`config.mk`:
```
export PLATFORM = sky130hd
export DESIGN_NAME = fwd_scoreboard_flat
export DESIGN_NICKNAME = d
export VERILOG_FILES = /design/src/rtl/fwd_scoreboard_if.sv /design/src/rtl/fwd_scoreboard.sv /design/src/flat_wrapper.sv
export SDC_FILE = /design/constraint.sdc
export NUM_CORES = 1
export LEC_CHECK = 0
export CORE_UTILIZATION = 53
export CTS_CLUSTER_DIAMETER = 40
export DETAILED_ROUTE_END_ITERATION = 6
export GPL_TIMING_DRIVEN = 0
export HOLD_SLACK_MARGIN = 0.1
export PLACE_DENSITY = 0.85
export SYNTH_ARGS = -nofsm -noshare
export SYNTH_HDL_FRONTEND = slang
export SYNTH_SLANG_ARGS = --single-unit
```
`constraint.sdc`:
```
create_clock -name CLK -period 4.76 [get_ports CLK]
set_clock_uncertainty 0.1 [all_clocks]
set_input_delay 0.952 -clock CLK [delete_from_list [all_inputs] [get_ports CLK]]
set_output_delay 0.952 -clock CLK [all_outputs]
set_load 0.01 [all_outputs]
```
`src/rtl/fwd_scoreboard_if.sv`:
```
// EX-side bundle for the forwarding/load-use unit: pipeline control, EX operand
// selects and the per-port forward selects, stall and stall counter going back.
interface fwd_scoreboard_if #(
    parameter int DEPTH = 2,
    parameter int NRD   = 2,
    parameter int AW    = 5,
    parameter int CNTW  = 32
);
    localparam int SW = $clog2(DEPTH + 1);

    logic                     advance;
    logic                     flush;
    logic                     ex_wen;
    logic [AW-1:0]            ex_wsel;
    logic                     ex_load;
    logic [NRD-1:0][AW-1:0]   rsel;
    logic [NRD-1:0]           ruse;
    logic                     mem_ready;
    logic [NRD-1:0][SW-1:0]   fwd_sel;
    logic                     stall;
    logic [CNTW-1:0]          stall_count;

    modport master (
        output advance, flush, ex_wen, ex_wsel, ex_load, rsel, ruse, mem_ready,
        input  fwd_sel, stall, stall_count
    );

    modport slave (
        input  advance, flush, ex_wen, ex_wsel, ex_load, rsel, ruse, mem_ready,
        output fwd_sel, stall, stall_count
    );
endinterface

```
`src/rtl/fwd_scoreboard.sv`:
```
// Forwarding and load-use hazard unit: a shift register of in-flight producers
// past EX, youngest-match forward select per read port, load-use stall + counter.
module fwd_scoreboard_port #(
    parameter int DEPTH = 2,
    parameter int AW    = 5,
    parameter int SW    = 2
) (
    input  logic [DEPTH-1:0]          v_i,
    input  logic [DEPTH-1:0][AW-1:0]  wsel_i,
    input  logic [DEPTH-1:0]          rdy_i,
    input  logic [AW-1:0]             rsel_i,
    input  logic                      ruse_i,
    output logic [SW-1:0]             sel_o,
    output logic                      haz_o
);
    // Scan oldest to youngest so the youngest matching producer is written last.
    always_comb begin
        sel_o = '0;
        haz_o = 1'b0;
        for (int k = DEPTH - 1; k >= 0; k--) begin
            if (ruse_i && (rsel_i != '0) && v_i[k] && (wsel_i[k] == rsel_i)) begin
                sel_o = SW'(k + 1);
                haz_o = !rdy_i[k];
            end
        end
    end
endmodule

module fwd_scoreboard #(
    parameter int DEPTH = 2,
    parameter int NRD   = 2,
    parameter int AW    = 5,
    parameter int CNTW  = 32
) (
    input  logic            CLK,
    input  logic            RST,
    fwd_scoreboard_if.slave bus
);
    localparam int SW = $clog2(DEPTH + 1);

    logic [DEPTH-1:0]          v_q, v_d;
    logic [DEPTH-1:0][AW-1:0]  wsel_q, wsel_d;
    logic [DEPTH-1:0]          load_q, load_d;
    logic [DEPTH-1:0]          rdy_q, rdy_d;
    logic [CNTW-1:0]           cnt_q, cnt_d;
    logic [NRD-1:0]            haz;

    for (genvar p = 0; p < NRD; p++) begin : g_port
        fwd_scoreboard_port #(.DEPTH(DEPTH), .AW(AW), .SW(SW)) u_port (
            .v_i    (v_q),
            .wsel_i (wsel_q),
            .rdy_i  (rdy_q),
            .rsel_i (bus.rsel[p]),
            .ruse_i (bus.ruse[p]),
            .sel_o  (bus.fwd_sel[p]),
            .haz_o  (haz[p])
        );
    end

    assign bus.stall       = |haz;
    assign bus.stall_count = cnt_q;

    always_comb begin
        v_d    = v_q;
        wsel_d = wsel_q;
        load_d = load_q;
        rdy_d  = rdy_q;
        if (bus.advance) begin
            // Anything past MEM has its data, loads included.
            for (int k = 1; k < DEPTH; k++) begin
                v_d[k]    = v_q[k-1];
                wsel_d[k] = wsel_q[k-1];
                load_d[k] = load_q[k-1];
                rdy_d[k]  = 1'b1;
            end
            // A stalled consumer stays in EX, so a bubble goes down the pipe.
            v_d[0]    = bus.ex_wen && (bus.ex_wsel != '0) && !bus.flush && !bus.stall;
            wsel_d[0] = bus.ex_wsel;
            load_d[0] = bus.ex_load;
            rdy_d[0]  = !bus.ex_load;
        end else if (bus.mem_ready && load_q[0]) begin
            rdy_d[0] = 1'b1;
        end
    end

    always_comb begin
        cnt_d = cnt_q;
        if (bus.stall && (cnt_q != {CNTW{1'b1}}))
            cnt_d = cnt_q + 1'b1;
    end

    always_ff @(posedge CLK) begin
        if (RST) begin
            v_q    <= '0;
            wsel_q <= '0;
            load_q <= '0;
            rdy_q  <= '0;
            cnt_q  <= '0;
        end else begin
            v_q    <= v_d;
            wsel_q <= wsel_d;
            load_q <= load_d;
            rdy_q  <= rdy_d;
            cnt_q  <= cnt_d;
        end
    end
endmodule

```
`src/flat_wrapper.sv`:
```
// flat-port wrapper written by rule: the top's interface ports become plain ports
module fwd_scoreboard_flat 
#(
    parameter int DEPTH = 2,
    parameter int NRD   = 2,
    parameter int AW    = 5,
    parameter int CNTW  = 32
)
  (CLK, RST, bus_advance, bus_flush, bus_ex_wen, bus_ex_wsel, bus_ex_load, bus_rsel, bus_ruse, bus_mem_ready, bus_fwd_sel, bus_stall, bus_stall_count);
  fwd_scoreboard_if #(.DEPTH(DEPTH), .NRD(NRD), .AW(AW), .CNTW(CNTW)) bus_i ();
  input  logic CLK;
  input  logic RST;
  input wire logic [$bits(bus_i.advance)-1:0] bus_advance;
  input wire logic [$bits(bus_i.flush)-1:0] bus_flush;
  input wire logic [$bits(bus_i.ex_wen)-1:0] bus_ex_wen;
  input wire logic [$bits(bus_i.ex_wsel)-1:0] bus_ex_wsel;
  input wire logic [$bits(bus_i.ex_load)-1:0] bus_ex_load;
  input wire logic [$bits(bus_i.rsel)-1:0] bus_rsel;
  input wire logic [$bits(bus_i.ruse)-1:0] bus_ruse;
  input wire logic [$bits(bus_i.mem_ready)-1:0] bus_mem_ready;
  output wire logic [$bits(bus_i.fwd_sel)-1:0] bus_fwd_sel;
  output wire logic [$bits(bus_i.stall)-1:0] bus_stall;
  output wire logic [$bits(bus_i.stall_count)-1:0] bus_stall_count;
  assign bus_i.advance = bus_advance;
  assign bus_i.flush = bus_flush;
  assign bus_i.ex_wen = bus_ex_wen;
  assign bus_i.ex_wsel = bus_ex_wsel;
  assign bus_i.ex_load = bus_ex_load;
  assign bus_i.rsel = bus_rsel;
  assign bus_i.ruse = bus_ruse;
  assign bus_i.mem_ready = bus_mem_ready;
  assign bus_fwd_sel = bus_i.fwd_sel;
  assign bus_stall = bus_i.stall;
  assign bus_stall_count = bus_i.stall_count;
  fwd_scoreboard #(.DEPTH(DEPTH), .NRD(NRD), .AW(AW), .CNTW(CNTW)) u_core (.CLK(CLK), .RST(RST), .bus(bus_i));
endmodule
```
==> results of run 1 <==
worst paths after layout:
check,start,end,slack [ns],cells past startpoint
worst max register to register,u_core.bus.stall_count[0],u_core.bus.stall_count[22],1.69,9
worst min-delay path,u_core.rdy_q[1],u_core.rdy_q[1],0.40,2
worst max-delay path,bus_rsel[1],bus_stall,0.16,9
worst min register to register,u_core.rdy_q[1],u_core.rdy_q[1],0.40,2
metrics by stage:
stage	cell area, um2	total power (uW)
6_report	3296	742.2
5_1_grt	3296	767.6
4_1_cts	3296	746.6
3_5_place_dp	3193	481.1
3_3_place_gp	3193	479.3
2_1_floorplan	2537	448.0
layer usage:
| layer | routed length, um | global-route usage (%) | vias up |
|---|---|---|---|
| met2 | 3252 | 47.41 | 97 |
| li1 | - | - | 1238 |
| met4 | 91 | 10.89 | 0 |
| met1 | 3000 | 34.70 | 1192 |
| met3 | 381 | 4.843 | 14 |
| met5 | 0 | 0 | - |
final cells by class:
cell class	count	area share (%)
timing repair buffer	59	17.92
clock buffer	8	3.037
multi-input combinational	229	45.75
tap	52	1.974
sequential	47	28.55
inverter	6	0.6834
buffer	13	2.088
registers in the layout, summed over array words and instances, names as in the netlist:
signal / count
u_core.bus.stall_count: 32
u_core.v_q: 2
u_core.load_q: 1
u_core.wsel_q: 10
u_core.rdy_q: 2
placed cells by master, fill, tap and decap left out, drive strengths merged:
| cell | count |
|---|---|
| or4 | 19 |
| ha | 1 |
| nand4b | 2 |
| o31ai | 16 |
| nand2 | 13 |
| o22ai | 1 |
| nand3 | 16 |
| clkbuf | 15 |
| xor2 | 8 |
| nor2b | 5 |
| mux2i | 13 |
| o21ba | 2 |
| nor3 | 8 |
| mux2 | 4 |
| buf | 6 |
| and3 | 5 |
| or2 | 1 |
| dfxtp | 47 |
| xnor2 | 13 |
| a22oi | 1 |
| or3 | 9 |
| nand4 | 15 |
| a211oi | 2 |
| clkdlybuf4s50 | 59 |
| nand2b | 1 |
| o21ai | 12 |
| inv | 6 |
| nor4 | 4 |
| a21oi | 27 |
| and4 | 1 |
| nor4b | 1 |
| o21a | 1 |
| o211ai | 1 |
| nor2 | 27 |
cells by family after synthesis:
family | after synthesis | synth area share, %
AND/OR/NAND/NOR | 127 | 28.50
AO/OA/AOI/OAI | 63 | 15.98
flip-flops | 47 | 37.08
XOR/XNOR | 21 | 7.249
buffers and inverters | 20 | 3.797
multiplexers | 17 | 6.903
adder cells (fa/ha/maj) | 1 | 0.4930
repair_timing:
action,CTS,global route
setup endpoints to repair,1,0
resized for setup,1,0
buffers inserted,0,0
power by group:
part	total (uW)	switching, uW	internal, uW
Sequential	406	6.69	399
Clock	270	137	133
Combinational	66.6	31.1	35.5
Total	742	175	567
tightest hold or removal path: stages, from the launching register on:
cell and delay, ns:
dfxtp_1 0.35, nor2_1 0.05, nor2_1 0.07
==> impl_results.md, run 1 <==
- Crit path max-delay family: buffers and inverters
- Gr usage total: 27.74%
- Fin util: 73.66%
- DR WL/cell: 16.24 um
- Sequential area share after synthesis: 37.08%
- Area leader, netlist: dfxtp_1
- Number of synthesized flops with an enable pin: 0
- RSZ-0062 raised after global routing: no
- Failing checks: design-rule violations
- Post-synth top cells: dfxtp_1 (47), nor2_1 (27), a21oi_1 (26), or4_1 (19)
- CP max stage cell: or4_1
- Area of the multi-input gates: 1508 um2
- Top post-synthesis cells by area: dfxtp_1 (37%), or4_1 (5.6%), a21oi_1 (5.1%)
- Clock Tree Buf Depth: 2
- Non-Filler Instances: 414
- Synth async-reset ratio: 0%
- CTS tree: yes
- Setup TNS: 0 ns
- Final Setup Violations: 0
- Setup ws final: 0.1620 ns
- DIE AREA: 5068 um2
- Vias per cell: 6.138
- Gate Count Post-Synth: 296
- Leakage power: about 0.0011 uW
- Top_reg_cell synth: dfxtp_1
- Fillers: 360
- Post-layout minimum cycle time: 4.598 ns
- Max Slew Vio Count: 0
- Final nets: 386
- Worst Setup Path Type: in -> out
- Post-synth cell types: 40
- Number of synthesized register bits: 47
- Worst Tran Pin Value: 0.6895 ns
- Chip height: 71.19 um
- Critical Path Start Type: primary input
- Post-Syn Area per Cell: 8.572 um2
- CTS root buf: clkbuf_8
- Pre-CTS setup slack: -0.1221 ns
- CTS buffer count: 5
- H-tree lvl count: 2
- Max transition margin: 53.86%
- Drt drc: 5
- Vias in the first global route: 2470
- Starting Density: 56.71%
- Antenna violations before repair: 0
- Worst Hold Class: reg -> reg
- Max Cap Violations: 0
- Sequential cell area: 940.9 um2
- Syn Nets: 321
- Io pins: between 60 and 70
- First-pass GRT wire length: ~11000 um
- CP dominant cell by count: clkdlybuf4s50_1
- Routed wire length: 6725 um
- Most common cell in the netlist: dfxtp_1
- Synthesized area: 2537 um2
- Row Count: 24
- I/O Buffers: a little under 60
- Outcome: complete, but fails checks
- Die Span X: between 70 and 80 um
- DRT antenna net count: 0
- Placer Congestion: around 0.8
- CP arrival: 3.55 ns
- Clk pin slew, worst setup/hold paths: ~0.080 ns
- Hold WS: 0.4021 ns
- CTS sink count: 47
- Hold buffers post-CTS: 0
- Max VDD drop: 0.1686 mV
- CP Capture Type: output port
- Area delta synth->final: 29.88%
- Crit path cell chain: clkdlybuf4s50_1 -> or4_1 -> o21ai_2 -> nand4b_1 -> o22ai_4 -> a21oi_4 -> buf_6 -> inv_1 -> clkdlybuf4s50_1
- Period utilisation layout: 96.60%
- Share of cells above drive strength 1: under 10%
- Core Footprint: ~4500 um2
- Buf/Inv on CP: 4
- Critical Path RT: 3.71 ns
- Worst-path maximum fanout: 19
- Largest net degree at the start of global routing: 20
- Synth top area share: 37.08%
- Worst skew pair latency: 0.31 ns
- Pre-antenna DRT Iters: 7
- Gr ovfl total: 0
- CP peak stage delay: 0.56 ns
- Final HPWL DP: 4904 um
- Synth warn: 0
- Routed via count: 2541
- DP Cell Count: 407
- Initial drt markers: 188
- Pwr Density: 225.2 nW/um2
- N_diodes: 0
- Hold Fails Final Rpt: 0
- Fmax achieved: around 220 MHz
Power figures use the tool's default switching activity.
==> run 2: changes to the inputs <==
Settings changed: CORE_MARGIN set to 8.
==> impl_results.md, run 2 (synthesis results as in run 1) <==
- CTS buffer count: 5 (unchanged)
- Clock power frac: 33.3% (-3.1 points)
- Hold path depth: 2 (unchanged)
- Gr ovfl total: 0 (unchanged)
- Final nets: 386 (unchanged)
- Clock Tree Buf Depth: 2 (unchanged)
- DP Cell Count: 409 (+0.49%)
- DR WL met3: 494 um (+30%)
- Outcome: finished, final reports clean
- Routed via count: 2586 (+1.8%)
- Antenna violations before repair: 0 (unchanged)
- H-tree lvl count: 2 (unchanged)
- CTS sink count: 47 (unchanged)
- DRT antenna net count: 0 (unchanged)
- Hold buffers post-CTS: 0 (unchanged)
- Worst-path maximum fanout: 19 (unchanged)
- RSZ-0062 raised after global routing: no
- Commonest non-fill, non-tap cells in the layout: clkdlybuf4s50_1 (59), dfxtp_1 (47), nor2_1 (27), a21oi_1 (26), or4_1 (19)
- DIE AREA: 7257 um2 (+43%)
- Reg power frac: 57.4% (+2.7 points)
- Chip height: 85.19 um (+20%)
- Io pins: 61 (unchanged)
- Post-layout minimum cycle time: 4.568 ns (-0.02975 ns)
- CP arrival: 3.52 ns (-0.03 ns)
- Die Span X: 85.19 um (+20%)
- Setup ws final: 0.1917 ns (+0.02975 ns)
- Post-CTS Setup Bufs: 0 (unchanged)
- Drt drc: 0 (-5)
- Commonest non-fill, non-tap cell in the layout: clkdlybuf4s50_1
- DR WL/cell: 17.31 um (+6.5%)
- Vias in the first global route: 2528 (+2.3%)
- Max Cap Violations: 0 (unchanged)
- Critical Path RT: 3.71 ns (about the same)
- Max VDD drop: 0.1469 mV (-13%)
- Worst Tran Pin Value: 0.7418 ns (+0.05228 ns)
- Worst Hold Class: reg -> reg
- Pre-CTS setup slack: -0.08180 ns (+0.04035 ns)
- WL met2: 3663 um (+13%)
- Critical Path Start Type: primary input
- CTS tree: yes
- Met1 wire length: 2934 um (-2.2%)
- I/O Buffers: 59 (unchanged)
- Fmax achieved: 218.9 MHz (+0.65%)
- Pre-antenna DRT Iters: 4 (-3)
- Pwr Density: 215.8 nW/um2 (-4.2%)
- First-pass GRT wire length: 12110 um (+9.1%)
- Row Count: 25 (+4.2%)
- Routed wire length: 7199 um (+7.0%)
- Setup TNS: 0 ns (unchanged)
- Max Slew Vio Count: 0 (unchanged)
- CTS root buf: clkbuf_8
- Sw power: 169.7 uW (-2.9%)
- Final Setup Violations: 0 (unchanged)
- Area delta synth->final: 29.24%
- Starting Density: 54.44% (-2.3 points)
- Non-Filler Instances: 416 (+0.48%)
- Cells on worst reg2reg path: 9 (unchanged)
- CP Capture Type: output port
- Largest net degree at the start of global routing: 20 (unchanged)
- Largest register FFs: 32 (unchanged)
- Max transition margin: 50.37% (-3.5 points)
- Worst skew pair latency: 0.30 ns (about the same)
- Internal: 537.9 uW (-5.2%)
- Initial drt markers: 255 (+36%)
- Period utilisation layout: 95.97% (-0.63 points)
- Vias per cell: 6.216 (+1.3%)
- Placer Congestion: 0.8883 (+10%)
- Core Footprint: 4661 um2 (+4.2%)
- Sw Share: 23.98% (+0.43 points)
- Top sig layer: met4
- Leakage power: 0.001100 uW (-0.84%)
- Share of cells above drive strength 1: 6.077% (-0.28 points)
- Clk pin slew, worst setup/hold paths: 0.08 ns (about the same)
- Worst Setup Path Type: in -> out
- Fin util: 70.36% (-3.3 points)
- Hold Fails Final Rpt: 0 (unchanged)
- Logic pwr share: 9.3% (+0.3 points)
- Final HPWL DP: 5358 um (+9.2%)
- N_diodes: 0 (unchanged)
- Gr usage total: 19.98% (-7.8 points)
## run 2: layout make-up
type                       instances  area (um2)
multi-input combinational        229        1508
fill                             385        1381
sequential                        47       940.9
timing repair buffer              59       590.6
clock buffer                       7       76.32
buffer                            13       68.82
tap                               54       67.56
inverter                           6       22.52
clock inverter                     1       5.005
## run 2: per-stage QoR
step / hold WS (ns) / power, uW / cell area (um2)
detailed placement: 0.3780 / 480.8 / 3196
floorplan: 0.3564 / 448.0 / 2537
global placement: 0.3711 / 478.8 / 3196
CTS: 0.4090 / 711.0 / 3279
finish: 0.4064 / 707.6 / 3279
global route: 0.4388 / 729.8 / 3279
## run 2: path summary, 6_finish.rpt
check | startpoint | end | slack, ns
setup / recovery | bus_rsel[5] | bus_stall | 0.19
hold / removal | u_core.bus.stall_count[19] | u_core.bus.stall_count[19] | 0.41
hold reg to reg | u_core.bus.stall_count[19] | u_core.bus.stall_count[19] | 0.41
setup reg to reg | u_core.bus.stall_count[0] | u_core.bus.stall_count[1] | 1.64
## run 2: what timing repair did
action,in CTS,in global routing
hold endpoints to repair,0,0
resized for setup,1,0
endpoints found under the setup margin,1,0
## run 2: power groups by stage
stage               Sequential [uW]  Clock [uW]  Combinational [uW]
floorplan                       413           0                34.7
global placement                415           0                63.3
detailed placement              416           0                65.2
CTS                             406         239                65.9
global route                    407         251                72.1
finish                          406         235                66.0
## run 2: worst max-delay path, cell delays in order
cell and delay [ns]:
clkdlybuf4s50_1 0.47, or4_1 0.54, o21ai_1 0.20, nand4b_1 0.23, o22ai_4 0.12, a21oi_4 0.26, buf_6 0.22, inv_1 0.05
clkdlybuf4s50_1 0.47
## run 2: layer usage
layer  up-vias  track usage [%]
li1       1242                -
met4         0            7.120
met1      1236            22.68
met2        97            34.59
met3        11            5.792
met5         -                0
